`config.mk`:
```
export PLATFORM = sky130hd
export DESIGN_NAME = stage_seq
export DESIGN_NICKNAME = d
export VERILOG_FILES = /design/src/rtl/stage_seq_pkg.sv /design/src/rtl/stage_seq_wait_cnt.sv /design/src/rtl/stage_seq.sv
export SDC_FILE = /design/constraint.sdc
export NUM_CORES = 1
export LEC_CHECK = 0
export BUFFER_PORTS_ARGS = -buffer_cell sky130_fd_sc_hd__buf_4
export CAP_MARGIN = 10
export CORE_ASPECT_RATIO = 0.9
export CORE_MARGIN = 3
export CORE_UTILIZATION = 40
export CTS_CLUSTER_SIZE = 24
export DETAILED_ROUTE_END_ITERATION = 8
export PLACE_DENSITY_LB_ADDON = 0.2
export SLEW_MARGIN = 20
export SYNTH_ARGS = -nofsm -noshare
export SYNTH_HDL_FRONTEND = slang
export SYNTH_SLANG_ARGS = --single-unit
```
`constraint.sdc`:
```
create_clock -name i_clk -period 1.7 [get_ports i_clk]
set_input_delay 0 -clock i_clk [delete_from_list [all_inputs] [get_ports i_clk]]
set_output_delay 0 -clock i_clk [all_outputs]
set_load 0.05 [all_outputs]
```
`src/rtl/stage_seq_pkg.sv`:
```
// rtl/stage_seq_pkg.sv - shared state encoding and default parameters for stage_seq
package stage_seq_pkg;

    typedef enum logic [2:0] {
        ST_IDLE = 3'd0,
        ST_IF   = 3'd1,
        ST_ID   = 3'd2,
        ST_EX   = 3'd3,
        ST_MEM  = 3'd4,
        ST_WB   = 3'd5,
        ST_ERR  = 3'd7
    } phase_t;

    localparam int DEF_TIMEOUT_CYCLES = 16;
    localparam int DEF_CNT_W          = 16;
    localparam int WAIT_W             = 8;

endpackage

```
`src/rtl/stage_seq_wait_cnt.sv`:
```
// rtl/stage_seq_wait_cnt.sv - MEM wait counter with terminal count at TIMEOUT_CYCLES-1
module stage_seq_wait_cnt
    import stage_seq_pkg::*;
#(
    parameter int TIMEOUT_CYCLES = DEF_TIMEOUT_CYCLES
) (
    input  logic clk,
    input  logic reset,
    input  logic clear,
    input  logic en,
    output logic tc
);

    localparam logic [WAIT_W-1:0] TC_VALUE = WAIT_W'(TIMEOUT_CYCLES - 1);

    logic [WAIT_W-1:0] count;

    // Clear wins over enable so every MEM visit starts counting from zero.
    always_ff @(posedge clk) begin
        if (reset || clear) begin
            count <= '0;
        end else if (en) begin
            count <= count + 1'b1;
        end
    end

    assign tc = (count == TC_VALUE);

endmodule

```
`src/rtl/stage_seq.sv`:
```
// rtl/stage_seq.sv - five-stage instruction sequencer with MEM timeout and retire counter
module stage_seq
    import stage_seq_pkg::*;
#(
    parameter int TIMEOUT_CYCLES = DEF_TIMEOUT_CYCLES,
    parameter int CNT_W          = DEF_CNT_W
) (
    input  logic             i_clk,
    input  logic             i_reset,
    input  logic             i_run,
    input  logic             i_mem_ack,
    output logic             o_en_if,
    output logic             o_en_id,
    output logic             o_en_ex,
    output logic             o_en_mem,
    output logic             o_en_wb,
    output logic             o_mem_req,
    output logic [2:0]       o_phase,
    output logic             o_timeout,
    output logic [CNT_W-1:0] o_retired
);

    phase_t state;
    phase_t next_state;
    logic   wait_tc;
    logic   in_mem;

    assign in_mem = (state == ST_MEM);

    // Counter sits at zero outside MEM, so entry to MEM always sees a fresh count.
    stage_seq_wait_cnt #(
        .TIMEOUT_CYCLES(TIMEOUT_CYCLES)
    ) u_wait_cnt (
        .clk  (i_clk),
        .reset(i_reset),
        .clear(!in_mem),
        .en   (in_mem && !i_mem_ack),
        .tc   (wait_tc)
    );

    always_ff @(posedge i_clk) begin
        if (i_reset) begin
            state <= ST_IDLE;
        end else begin
            state <= next_state;
        end
    end

    always_comb begin
        next_state = state;
        case (state)
            ST_IDLE: next_state = i_run ? ST_IF : ST_IDLE;
            ST_IF:   next_state = ST_ID;
            ST_ID:   next_state = ST_EX;
            ST_EX:   next_state = ST_MEM;
            // Ack on the last allowed cycle still completes the instruction.
            ST_MEM: begin
                if (i_mem_ack) begin
                    next_state = ST_WB;
                end else if (wait_tc) begin
                    next_state = ST_ERR;
                end
            end
            ST_WB:   next_state = i_run ? ST_IF : ST_IDLE;
            ST_ERR:  next_state = ST_ERR;
            default: next_state = ST_IDLE;
        endcase
    end

    always_comb begin
        o_en_if   = (state == ST_IF);
        o_en_id   = (state == ST_ID);
        o_en_ex   = (state == ST_EX);
        o_en_mem  = in_mem && i_mem_ack;
        o_en_wb   = (state == ST_WB);
        o_mem_req = in_mem;
        o_timeout = (state == ST_ERR);
        o_phase   = state;
    end

    always_ff @(posedge i_clk) begin
        if (i_reset) begin
            o_retired <= '0;
        end else if (state == ST_WB) begin
            o_retired <= o_retired + 1'b1;
        end
    end

endmodule
```
### After elaboration in Yosys (flattened, before gate mapping)

Index checks and enable logic that the tools add are counted.

* register bits: 27
* bits of input ports: 4
* output and inout port bits: 26

* $add $sub $neg: 2
* equal/unequal tests: 8
* mux-type cells: 4
* reduce and logical (&&, ||, !) cells: 7

Operator list (number)
* one-hot mux 3 bit (6 select lines): 1
* adder 16 x 1 -> 16 bit, second input constant: 1
* equality test 3 bit, second input constant: 3
* adder 8 x 1 -> 8 bit, second input constant: 1
* equality test 8 x 4 -> 1 bit, second input constant: 1
* equality test 3 x 2 -> 1 bit, second input constant: 2
* 2-to-1 mux 3 bit: 2
* equality test 3 x 1 -> 1 bit, second input constant: 1
* logical NOT 3 bit: 1
* inequality test 3 x 2 -> 1 bit, second input constant: 1
* logical AND 1 bit: 2
* logical NOT 1 bit: 2
* OR reduction 2 bit: 1
* logical OR 1 bit: 1
* 2-to-1 mux 1 bit: 1

### Logic depth before layout (Yosys ltp)

* depth after elaboration: 4
* depth in mapped cells: 6
* depth with buffers taken out: 5

### Hierarchy

A second synthesis with hierarchy kept.

* cell total of the unflattened synthesis: 153
* area, all modules: 1292.5 µm²

Modules (own cells, without submodules)
* stage_seq: times used 1, cells an instance 113, area each 934.6 µm², sequential area each 380.4 µm²
* stage_seq_wait_cnt: times used 1, cells an instance 40, area each 357.8 µm², sequential area each 160.2 µm²

### Worst setup path before layout

No wires, ideal clock.

* path type: flip-flop to output port
* from: register state[2], in the netlist o_phase[2]
* to: output port o_en_mem
* data arrival time: 2685 ps
* data required time: 1700 ps
* setup slack: -985 ps
* stages on the path, launching flop included: 4
* buffers on the path: 0
* cells stage by stage: dfxtp_1 > inv_1 > nor3_1 > and2_1

* longest elaborated chain between the ends: 2

Ends and longest elaborated chain
* from (decl): RTL line stage_seq.sv:23 `phase_t state;`
* from (signal assigned): RTL line stage_seq.sv:45 `state <= next_state;`
* equality test 3 bit: RTL line stage_seq.sv:28 `assign in_mem = (state == ST_MEM);`
* named net o_mem_req: RTL line stage_seq.sv:17 `output logic o_mem_req,`
* logical AND 1 bit: RTL line stage_seq.sv:74 `o_en_mem = in_mem && i_mem_ack;`
* to (decl): RTL line stage_seq.sv:15 `output logic o_en_mem,`

The timed path passes the listed nets, and every way through them passes these cells.

### Final worst setup path

* from: register o_retired[3]
* to: register o_retired[15]

* longest elaborated chain between the ends: 1

Ends and longest elaborated chain
* from (decl): RTL line stage_seq.sv:20 `output logic [CNT_W-1:0] o_retired`
* from (signal assigned): RTL line stage_seq.sv:85 `o_retired <= o_retired + 1'b1;`
* adder 16 x 1 -> 16 bit: RTL line stage_seq.sv:85

No other way between the ends.
A chain may end at the register's enable or synchronous reset.

==> out/metrics.yaml <==
drtIter0Drc: 39
worstRegToRegCells: 4
detailed_place_hpwl_um: 2270
synth-seq-cells: 27
critical_path.max_stage_delay_ns: 0.51
cap_violations: 0
utilization_pct: 56.7
cp_data_arrival_time_ns: 1.88
synth_edf_count: 0
rows: 18
area_delta_synth_final_pct: 27.1
hp-class: "primary input to flop"
dp_slack_ns: 0.137
gr-usage-all-layers_pct: 15.9
die_h_um: 60.0
fp.coreArea_mm2: 0.00291
r2r-start: "o_retired[3]$_SDFFE_PP0P_"
hold_viol_final: 0
final-instance-count-excl-fill: 220
fin_worst_skew_ns: 0.0102
drcViolationCount: 0
overflow: 0
routedWlPerCell_um: 13.6
die_area_mm2: 0.00396
vias: 1141
grt_first_pass_wirelength_um: 4960
fin_crit_sh_pct: 94.1
power.density_mw_per_mm2: 664
initial_core_util_pct: 44.6
ys_seq_area_share_pct: 41.7
async_flop_share_pct: 0
grt_pass1_vias: 1101
min_to: "o_phase[0]$_SDFFE_PP0P_"
gp_congestion: 0.772
via_per_inst: 5.19
clk_pin_slew_ns: 0.15
cts_setup_buffers: 0
synth_top_flop_cell: "dfxtp_1"
clock_sinks: 27
antennaDiodeCount: 0
synth_cells: 148
fin_crit_ns: 1.60
layout_setup_ws_ns: 0.101
nets: 187
crit_path_start_kind: "flop"
hold-worst-slack_ns: 0.0938
use_met2_pct: 25.1
clockRootBuffer: "clkbuf_4"
drtPass1Iterations: 4
slew_headroom_pct: 78.1
grt_use_met1_pct: 22.1
antenna_found_initial: 0
htreeDepth: 1
syn_avg_cell_area_um2: 8.76
yosys_warnings: 0
critPathTopFamily: "simple AND/OR/NAND/NOR gates"
crit_buf_inv: 0
synth_fp_nets: 154
finalSetupViolCount: 0
r2r_end: "o_retired[15]$_SDFFE_PP0P_"
fmax_mhz: 625
post_cts_resize_count: 0
drt_wl_total_um: 2990
cts_buffers: 3
synth.top_cells.by_area: "dfxtp_1 42%, xor2_1 8.8%, nor2_1 7.5%, nand4_1 3.4%, xnor2_1 3.4%"
r2r_slack_ns: 0.10
peakVddDrop_mv: 0.313
slew_violations: 0
clockBufferDepth: 2
ys_types: 40
die_w_um: 66.0
rsz0062_at_grt: "no"
status: "finished clean"
ios: 30
cp_slowest_cell: "or4b_1"
worstMarginPinSlew_ns: 0.326
worst-endpoint-required_ns: 1.98
place.port_buffers: 29
synth_top_cell_area_share_pct: 41.7
clk_latency_ns: 0.33
cts_tree: "done"
worstPathCellList: "and4_1 > nand4_1 > or4b_1 > a21oi_1"
placed_cells: 214
worst_hold_path.num_cells: 4
worst-path-max-fanout: 7
grtUsageMet3_pct: 2.82
grt-busiest-layer: "met2"
cp-end-kind: "flop"
hp-start: "i_run"
critPathKind: "flop to flop"
synth_area_mm2: 0.00130
grt_max_degree: 21
synth_top_area_cell: "dfxtp_1"
ant_nets: 0
hold_buffers: 2
p_leak_nw: 0.695
drive_above_1_share_pct: 32.2
## cells in the mapped netlist (2+ instances only)
| library cell | number |
|---|---|
| clkbuf_1 | 3 |
| and3_1 | 6 |
| nor3_1 | 4 |
| nand2b_1 | 2 |
| and4_1 | 2 |
| ha_1 | 2 |
| nor2_1 | 26 |
| xor2_1 | 13 |
| a21oi_1 | 5 |
| nand2_1 | 9 |
| nor4_1 | 2 |
| nand4_1 | 7 |
| o21ai_0 | 2 |
| nand3_1 | 6 |
| dfxtp_1 | 27 |
| buf_4 | 2 |
| xnor2_1 | 5 |
| inv_1 | 3 |
## per-stage QoR
stage	setup TNS [ns]	power, mW	cell area (µm²)
2_1_floorplan	-0.0553	0.777	1340
3_3_place_gp	0	0.817	1600
3_5_place_dp	0	0.819	1600
4_1_cts	0	1.11	1650
5_1_grt	0	1.15	1650
6_report	0	1.09	1650
## logic make-up (layout without fill, tap and decap cells)
logic type	Yosys count	after routing	synth area share, %
buffers and inverters	10	42	3.57
flip-flops	27	27	41.7
AO/OA/AOI/OAI	11	11	5.31
XOR/XNOR	18	18	12.2
multiplexers	2	2	1.64
adder cells (fa/ha/maj)	3	3	2.70
AND/OR/NAND/NOR	77	77	32.9
## area by class of cell
type / instances / area [µm²]
Tap cell: 40 / 50.0
Fill cell: 276 / 1260
Clock inverter: 1 / 6.26
Timing Repair Buffer: 35 / 268
Multi-Input combinational cell: 111 / 726
Sequential cell: 27 / 564
Clock buffer: 3 / 22.5
Inverter: 3 / 11.3
## how the worst max path moves through the flow
stage	from	endpoint	slack (ns)	cells after the start
2_1_floorplan	o_phase[2]$_SDFFE_PP0P_	o_en_mem	-0.06	3
3_3_place_gp	o_retired[0]$_SDFFE_PP0P_	o_retired[14]$_SDFFE_PP0P_	0.20	5
3_5_place_dp	o_retired[3]$_SDFFE_PP0P_	o_retired[15]$_SDFFE_PP0P_	0.14	4
4_1_cts	o_retired[3]$_SDFFE_PP0P_	o_retired[15]$_SDFFE_PP0P_	0.1	4
5_1_grt	o_retired[4]$_SDFFE_PP0P_	o_retired[15]$_SDFFE_PP0P_	0.006	4
6_report	o_retired[3]$_SDFFE_PP0P_	o_retired[15]$_SDFFE_PP0P_	0.10	4
## state kept, by name, summed over array words and instances, names as in the netlist
| name | cells |
|---|---|
| o_phase | 3 |
| o_retired | 16 |
| u_wait_cnt.count | 8 |
## metal layers
metal / up-vias / wire, µm
met2: 28 / 1350
met3: 0 / 149
met1: 533 / 1490
li1: 580 / -
met5: - / 0
met4: 0 / 0
## worst register-to-register path: cells and delay by family (launching register included)
| family | cells | cell delay [ns] |
|---|---|---|
| compound gates | 1 | 0.14 |
| flops | 1 | 0.41 |
| simple gates | 3 | 0.99 |
## report_power, final
| group | internal [mW] | switching [mW] | total [mW] |
|---|---|---|---|
| sequential | 0.639 | 0.0183 | 0.657 |
| clock | 0.0918 | 0.193 | 0.285 |
| combinational | 0.0527 | 0.100 | 0.153 |
| total | 0.783 | 0.311 | 1.09 |
## cell usage in the layout (no fill, tap or decap), types with 2 or more instances in the layout
cell type	netlist	routed
xor2_1	13	13
and4_1	2	2
nand2_1	9	9
dfxtp_4	0	3
o21ai_0	2	2
nor3_1	4	3
and3_1	6	6
nand3_1	6	6
nand2b_1	2	2
inv_1	3	3
dfxtp_1	27	14
ha_1	2	2
clkbuf_4	0	3
buf_4	2	33
nor4_1	2	2
dfxtp_2	0	10
nor2_1	26	26
dlygate4sd3_1	0	2
nand4_1	7	7
a21oi_1	5	5
xnor2_1	5	5
No activity file was read; power rests on OpenSTA's default activity.
